<file path="src/rtl/filt_sched.sv">
// filt_sched: sample scheduler/sequencer in front of the filters datapath.
// Buffers one non-stallable XADC sample, runs the start/done handshake with
// the datapath, applies filter-select changes only between samples, and
// suppresses results while the tap history is stale after a select change.
//
// Ports:
//   clk, rstn        clock, synchronous active-low reset
//   s_valid, s_data  incoming sample strobe and value (always accepted)
//   sel_req          requested filter: 00 LPF, 01 HPF, 10 BPF, 11 bypass
//   filt_start       start level to the datapath (held until done)
//   filt_select      select applied to the datapath
//   filt_val         sample presented to the datapath
//   filt_done        datapath done (sampled only while busy)
//   filt_result      datapath result
//   m_valid, m_data  single-cycle result strobe and filtered value
//   settled          warm-up complete for the current select
//   drop_cnt         saturating count of overwritten samples
//   timeout_err      sticky busy watchdog flag
//
// Optional build macro FILT_SCHED_TIMEOUT_EN adds a busy watchdog of
// TIMEOUT_CYCLES cycles; without it timeout_err is tied low.
module filt_sched #(
    parameter int unsigned DATA_W         = 16,
    parameter int unsigned M              = 211,
    parameter int unsigned DROP_W         = 16,
    parameter int unsigned TIMEOUT_CYCLES = 1024
) (
    input  logic              clk,
    input  logic              rstn,
    input  logic              s_valid,
    input  logic [DATA_W-1:0] s_data,
    input  logic [1:0]        sel_req,
    output logic              filt_start,
    output logic [1:0]        filt_select,
    output logic [DATA_W-1:0] filt_val,
    input  logic              filt_done,
    input  logic [DATA_W-1:0] filt_result,
    output logic              m_valid,
    output logic [DATA_W-1:0] m_data,
    output logic              settled,
    output logic [DROP_W-1:0] drop_cnt,
    output logic              timeout_err
);

    localparam int unsigned WARM_W  = $clog2(M + 1);
    localparam logic [1:0]  SEL_BYP = 2'b11;

    typedef enum logic [1:0] {IDLE, BUSY, DONE} state_t;

    state_t              state_q, state_d;
    logic [DATA_W-1:0]   buf_q, buf_d;
    logic                buf_full_q, buf_full_d;
    logic                start_q, start_d;
    logic [1:0]          select_q, select_d;
    logic [DATA_W-1:0]   val_q, val_d;
    logic [DATA_W-1:0]   res_q, res_d;
    logic                m_valid_q, m_valid_d;
    logic [DATA_W-1:0]   m_data_q, m_data_d;
    logic [WARM_W-1:0]   warm_q, warm_d;
    logic                settled_q, settled_d;
    logic [DROP_W-1:0]   drop_q, drop_d;
    logic                issue;

`ifdef FILT_SCHED_TIMEOUT_EN
    localparam int unsigned BUSY_W = $clog2(TIMEOUT_CYCLES + 1);
    logic [BUSY_W-1:0]   busy_cnt_q, busy_cnt_d;
    logic                tmo_q, tmo_d;
`endif

    // Reject a watchdog limit that could never be reached.
    if (TIMEOUT_CYCLES == 0) begin : g_cfg_check
        $error("filt_sched: TIMEOUT_CYCLES must be non-zero");
    end

    // Buffered sample leaves for the datapath this cycle.
    assign issue = (state_q == IDLE) && buf_full_q;

    // Next-state and register update logic.
    always_comb begin
        state_d    = state_q;
        buf_d      = buf_q;
        buf_full_d = buf_full_q;
        start_d    = start_q;
        select_d   = select_q;
        val_d      = val_q;
        res_d      = res_q;
        m_valid_d  = 1'b0;
        m_data_d   = m_data_q;
        warm_d     = warm_q;
        drop_d     = drop_q;
`ifdef FILT_SCHED_TIMEOUT_EN
        busy_cnt_d = busy_cnt_q;
        tmo_d      = tmo_q;
`endif

        // One-entry buffer: a new sample always wins; it is a drop only if
        // the old one was not handed to the datapath in the same cycle.
        if (s_valid) begin
            buf_d      = s_data;
            buf_full_d = 1'b1;
            if (buf_full_q && !issue && (drop_q != '1)) begin
                drop_d = drop_q + DROP_W'(1);
            end
        end else if (issue) begin
            buf_full_d = 1'b0;
        end

        case (state_q)
            IDLE: begin
                if (buf_full_q) begin
                    val_d    = buf_q;
                    select_d = sel_req;
                    start_d  = 1'b1;
                    state_d  = BUSY;
                    // New select invalidates the tap history; bypass has none.
                    if (sel_req != select_q) begin
                        warm_d = (sel_req == SEL_BYP) ? '0 : WARM_W'(M);
                    end
`ifdef FILT_SCHED_TIMEOUT_EN
                    busy_cnt_d = '0;
`endif
                end
            end
            BUSY: begin
                if (filt_done) begin
                    res_d   = filt_result;
                    start_d = 1'b0;
                    state_d = DONE;
                end
`ifdef FILT_SCHED_TIMEOUT_EN
                else if (busy_cnt_q == BUSY_W'(TIMEOUT_CYCLES - 1)) begin
                    start_d = 1'b0;
                    tmo_d   = 1'b1;
                    state_d = IDLE;
                    warm_d  = (select_q == SEL_BYP) ? '0 : WARM_W'(M);
                end else begin
                    busy_cnt_d = busy_cnt_q + BUSY_W'(1);
                end
`endif
            end
            DONE: begin
                if (warm_q == '0) begin
                    m_valid_d = 1'b1;
                    m_data_d  = res_q;
                end else begin
                    warm_d = warm_q - WARM_W'(1);
                end
                state_d = IDLE;
            end
            default: state_d = IDLE;
        endcase

        settled_d = (warm_d == '0);
    end

    // State and output registers.
    always_ff @(posedge clk) begin
        if (!rstn) begin
            state_q    <= IDLE;
            buf_q      <= '0;
            buf_full_q <= 1'b0;
            start_q    <= 1'b0;
            select_q   <= 2'b00;
            val_q      <= '0;
            res_q      <= '0;
            m_valid_q  <= 1'b0;
            m_data_q   <= '0;
            warm_q     <= WARM_W'(M);
            settled_q  <= 1'b0;
            drop_q     <= '0;
`ifdef FILT_SCHED_TIMEOUT_EN
            busy_cnt_q <= '0;
            tmo_q      <= 1'b0;
`endif
        end else begin
            state_q    <= state_d;
            buf_q      <= buf_d;
            buf_full_q <= buf_full_d;
            start_q    <= start_d;
            select_q   <= select_d;
            val_q      <= val_d;
            res_q      <= res_d;
            m_valid_q  <= m_valid_d;
            m_data_q   <= m_data_d;
            warm_q     <= warm_d;
            settled_q  <= settled_d;
            drop_q     <= drop_d;
`ifdef FILT_SCHED_TIMEOUT_EN
            busy_cnt_q <= busy_cnt_d;
            tmo_q      <= tmo_d;
`endif
        end
    end

    assign filt_start  = start_q;
    assign filt_select = select_q;
    assign filt_val    = val_q;
    assign m_valid     = m_valid_q;
    assign m_data      = m_data_q;
    assign settled     = settled_q;
    assign drop_cnt    = drop_q;
`ifdef FILT_SCHED_TIMEOUT_EN
    assign timeout_err = tmo_q;
`else
    assign timeout_err = 1'b0;
`endif

endmodule

</file>
<file path="config.mk">
export PLATFORM = sky130hd
export DESIGN_NAME = filt_sched
export DESIGN_NICKNAME = d
export VERILOG_FILES = /design/src/rtl/filt_sched.sv
export SDC_FILE = /design/constraint.sdc
export NUM_CORES = 1
export LEC_CHECK = 0
export CAP_MARGIN = 30
export CELL_PAD_IN_SITES_DETAIL_PLACEMENT = 1
export CELL_PAD_IN_SITES_GLOBAL_PLACEMENT = 2
export CORE_ASPECT_RATIO = 0.75
export CORE_MARGIN = 4
export CORE_UTILIZATION = 28
export CTS_CLUSTER_SIZE = 16
export DETAILED_ROUTE_END_ITERATION = 6
export GPL_TIMING_DRIVEN = 0
export PLACE_DENSITY = 0.9
export SKIP_CTS_REPAIR_TIMING = 1
export SYNTH_ARGS = -nofsm -noshare
export SYNTH_HDL_FRONTEND = slang
export SYNTH_SLANG_ARGS = --single-unit
</file>
<file path="constraint.sdc">
create_clock -name clk -period 2.4 [get_ports clk]
set_input_delay 0.72 -clock clk [delete_from_list [all_inputs] [get_ports clk]]
set_output_delay 0.72 -clock clk [all_outputs]
set_load 0.01 [all_outputs]
</file>
==> run summary <==
Syn_area_per_cell - 8.36 sq um
Die Width - 142 microns
RSZ-0062 raised after global routing - no
CTS Buf Count - 9
Final hold vios - 0
Fin cells - 728
Clock Pin Slew Worst Setup and Hold Paths - 0.07 ns
Syn Nets - 491
# diodes - 0
Most frequent cell after synthesis - nand2_1
Critical Path Source Type - flop
Commonest cells post-synth - nand2_1 (115), dfxtp_1 (96), a21oi_1 (58), nor2_1 (42), clkbuf_1 (21)
Gr usage total - 15.2%
I/O Pins - 92
CP required - 2.68 ns
GR Overflow Total - 0
Leakage Power - 1.82 nW
Met2 wire length - 5540 microns
Fin Clk Skew - 0.00694 ns
PwrDens - 636 mW/mm^2
DR WL met3 - 588 microns
Register bit total from synthesis - 96
Worst relative slew slack - 49.9%
Critical path arrival - 2.46 ns
Final Util - 39.9%
Routed Antenna Nets - 0
Synthesis Warnings - 0
Initial antenna violation count - 0
DR WL/cell - 15.6 microns
WHS Path Cells - 2
Vias - 3507
CTS Buffer Depth - 2
Die area - 0.0154 sq mm
DRT Pass-1 Iters - 4
Core Box Area - 0.0131 sq mm
Fin. max-slew vios - 0
Post-synth cell types - 48
DP Worst Slack - -0.370 ns
Vias per cell - 4.82
Final setup TNS - 0 ns
Number of global-route vias before repair - 3701
Main synth FF type - dfxtp_1
R2r worst-path depth - 8
Critical path class - flop to flop
Tcrit/Tclk final - 90.6%
Routed WL - 11400 microns
First-pass GRT wire length - 18700 microns
Sequential fraction of the synthesis area - 51.0%
Post-synth top area share - 51.0%
Die Ht - 109 microns
DRC - 0
CTS root buffer - clkbuf_16
Maximum VDD drop - 0.362 mV
TritonCTS clock tree - yes
PnR worst setup slack - 0.227 ns
Netlist Area Pre-Place - 0.00377 sq mm
Area leader, netlist - dfxtp_1
Post-Route M1 WL - 5210 microns
Max_cap viols - 0
Area of the multi-input gates - 0.00178 sq mm
Layout area overhead - 38.7%
Crit-path max FO - 6
Register area - 0.00192 sq mm
Fillers - 1548
Maximum clock rate - 0.460 GHz
Status - completed
Fin crit period - 2.17 ns
Synth top area cells - dfxtp_1 (51%), nand2_1 (11%), a21oi_1 (7.7%), mux2i_1 (4.5%), nor2_1 (4.2%)
Worst-Margin Slew - 0.752 ns
Share of layout cells above drive strength 1 - 6.82%
Initial drt markers - 107
Placed insts - 711
Worst skew pair latency - 0.34 ns
GPL Wtd Cong - 0.837
Max Used Layer - met4
CP Capture Type - flop
Cells after Synth - 451
Number of synthesized flops with an enable pin - 0
Rows - 36
PortBufs - 89
Initial core utilization - 28.8%
Synth async-reset ratio - 0%
Total clock sinks - 96
Post-layout nets - 593
Post-DP HPWL - 8360 microns
Hold/Removal Path Class - flop to flop
Largest net degree at the start of global routing - 17
Final setup viols - 0
CTS H-tree lvls - 3
==> logic make-up (layout without fill, tap and decap cells) <==
family	after synthesis	count (layout)	share of synthesized area [%]
AND/OR/NAND/NOR	207	207	24.6
XOR/XNOR	13	13	3.02
flip-flops	96	96	51.0
multiplexers	18	18	4.81
buffers and inverters	30	136	3.09
adder cells (fa/ha/maj)	2	2	0.663
AO/OA/AOI/OAI	84	84	12.8
other	1	1	0.0994
==> stage by stage <==
step	hold WS [ns]	cell area [sq um]	power, mW
finish	0.454	5230	3.33
detailed placement	0.448	4880	1.99
floorplan	0.431	3770	1.85
global route	0.477	5230	3.46
CTS	0.458	5160	3.36
global placement	0.438	4880	1.98
==> where the power goes <==
group	leakage (nW)	internal, mW	switching [mW]
Combinational	0.903	0.141	0.155
Clock	0.137	0.736	0.622
Sequential	0.780	1.64	0.0345
==> placed cells by master (no fill, tap or decap), types with 4 or more instances in the layout <==
master	instances
a21oi_1	57
and2_1	4
buf_4	4
clkbuf_1	17
clkbuf_16	9
clkdlybuf4s50_1	87
dfxtp_1	96
inv_1	6
mux2i_1	17
nand2_1	115
nand2b_1	6
nand3_1	8
nand4_1	7
nor2_1	39
nor3_1	6
o21ai_0	4
xnor2_1	8
==> worst max-delay path: stages, from the launching register on <==
cell     delay, ns
dfxtp_1       0.34
inv_1         0.10
ha_1          0.22
nor3b_4       0.33
a21oi_1       0.17
mux2_2        0.30
a22oi_1       0.19
nor4b_4       0.24
and4_1        0.22
==> final cells by class <==
type                    instances  area share, %
well taps                     171           4.09
inverters                       7          0.502
repair buffers                 92           17.6
flip-flops and latches         96           36.7
multi-input cells             325           34.0
clock buffers                  10           4.57
clock inverters                 5          0.789
plain buffers                  22           1.72
==> per-layer routing <==
layer / vias to the layer above / track usage [%]
met5: - / 0
li1: 1718 / -
met4: 0 / 3.56
met1: 1718 / 19.5
met2: 65 / 24.9
met3: 6 / 4.95
==> registers in the layout, indices dropped and copies added (netlist names) <==
register     count
m_valid          1
filt_select      2
warm_q           8
state_q          2
buf_full_q       1
filt_val        16
drop_cnt        16
res_q           16
settled          1
buf_q           16
m_data          16
filt_start       1
==> final timing paths <==
| path | start | to | slack [ns] |
|---|---|---|---|
| worst max-delay path | warm_q[0]$_SDFF_PN1_ | settled$_SDFF_PN0_ | 0.23 |
| worst max register to register | warm_q[0]$_SDFF_PN1_ | settled$_SDFF_PN0_ | 0.23 |
| worst min-delay path | res_q[7]$_SDFFE_PN0P_ | m_data[7]$_SDFFE_PN0P_ | 0.45 |
| worst min register to register | res_q[7]$_SDFFE_PN0P_ | m_data[7]$_SDFFE_PN0P_ | 0.45 |
Note: power is estimated with default switching activity, not from simulation.
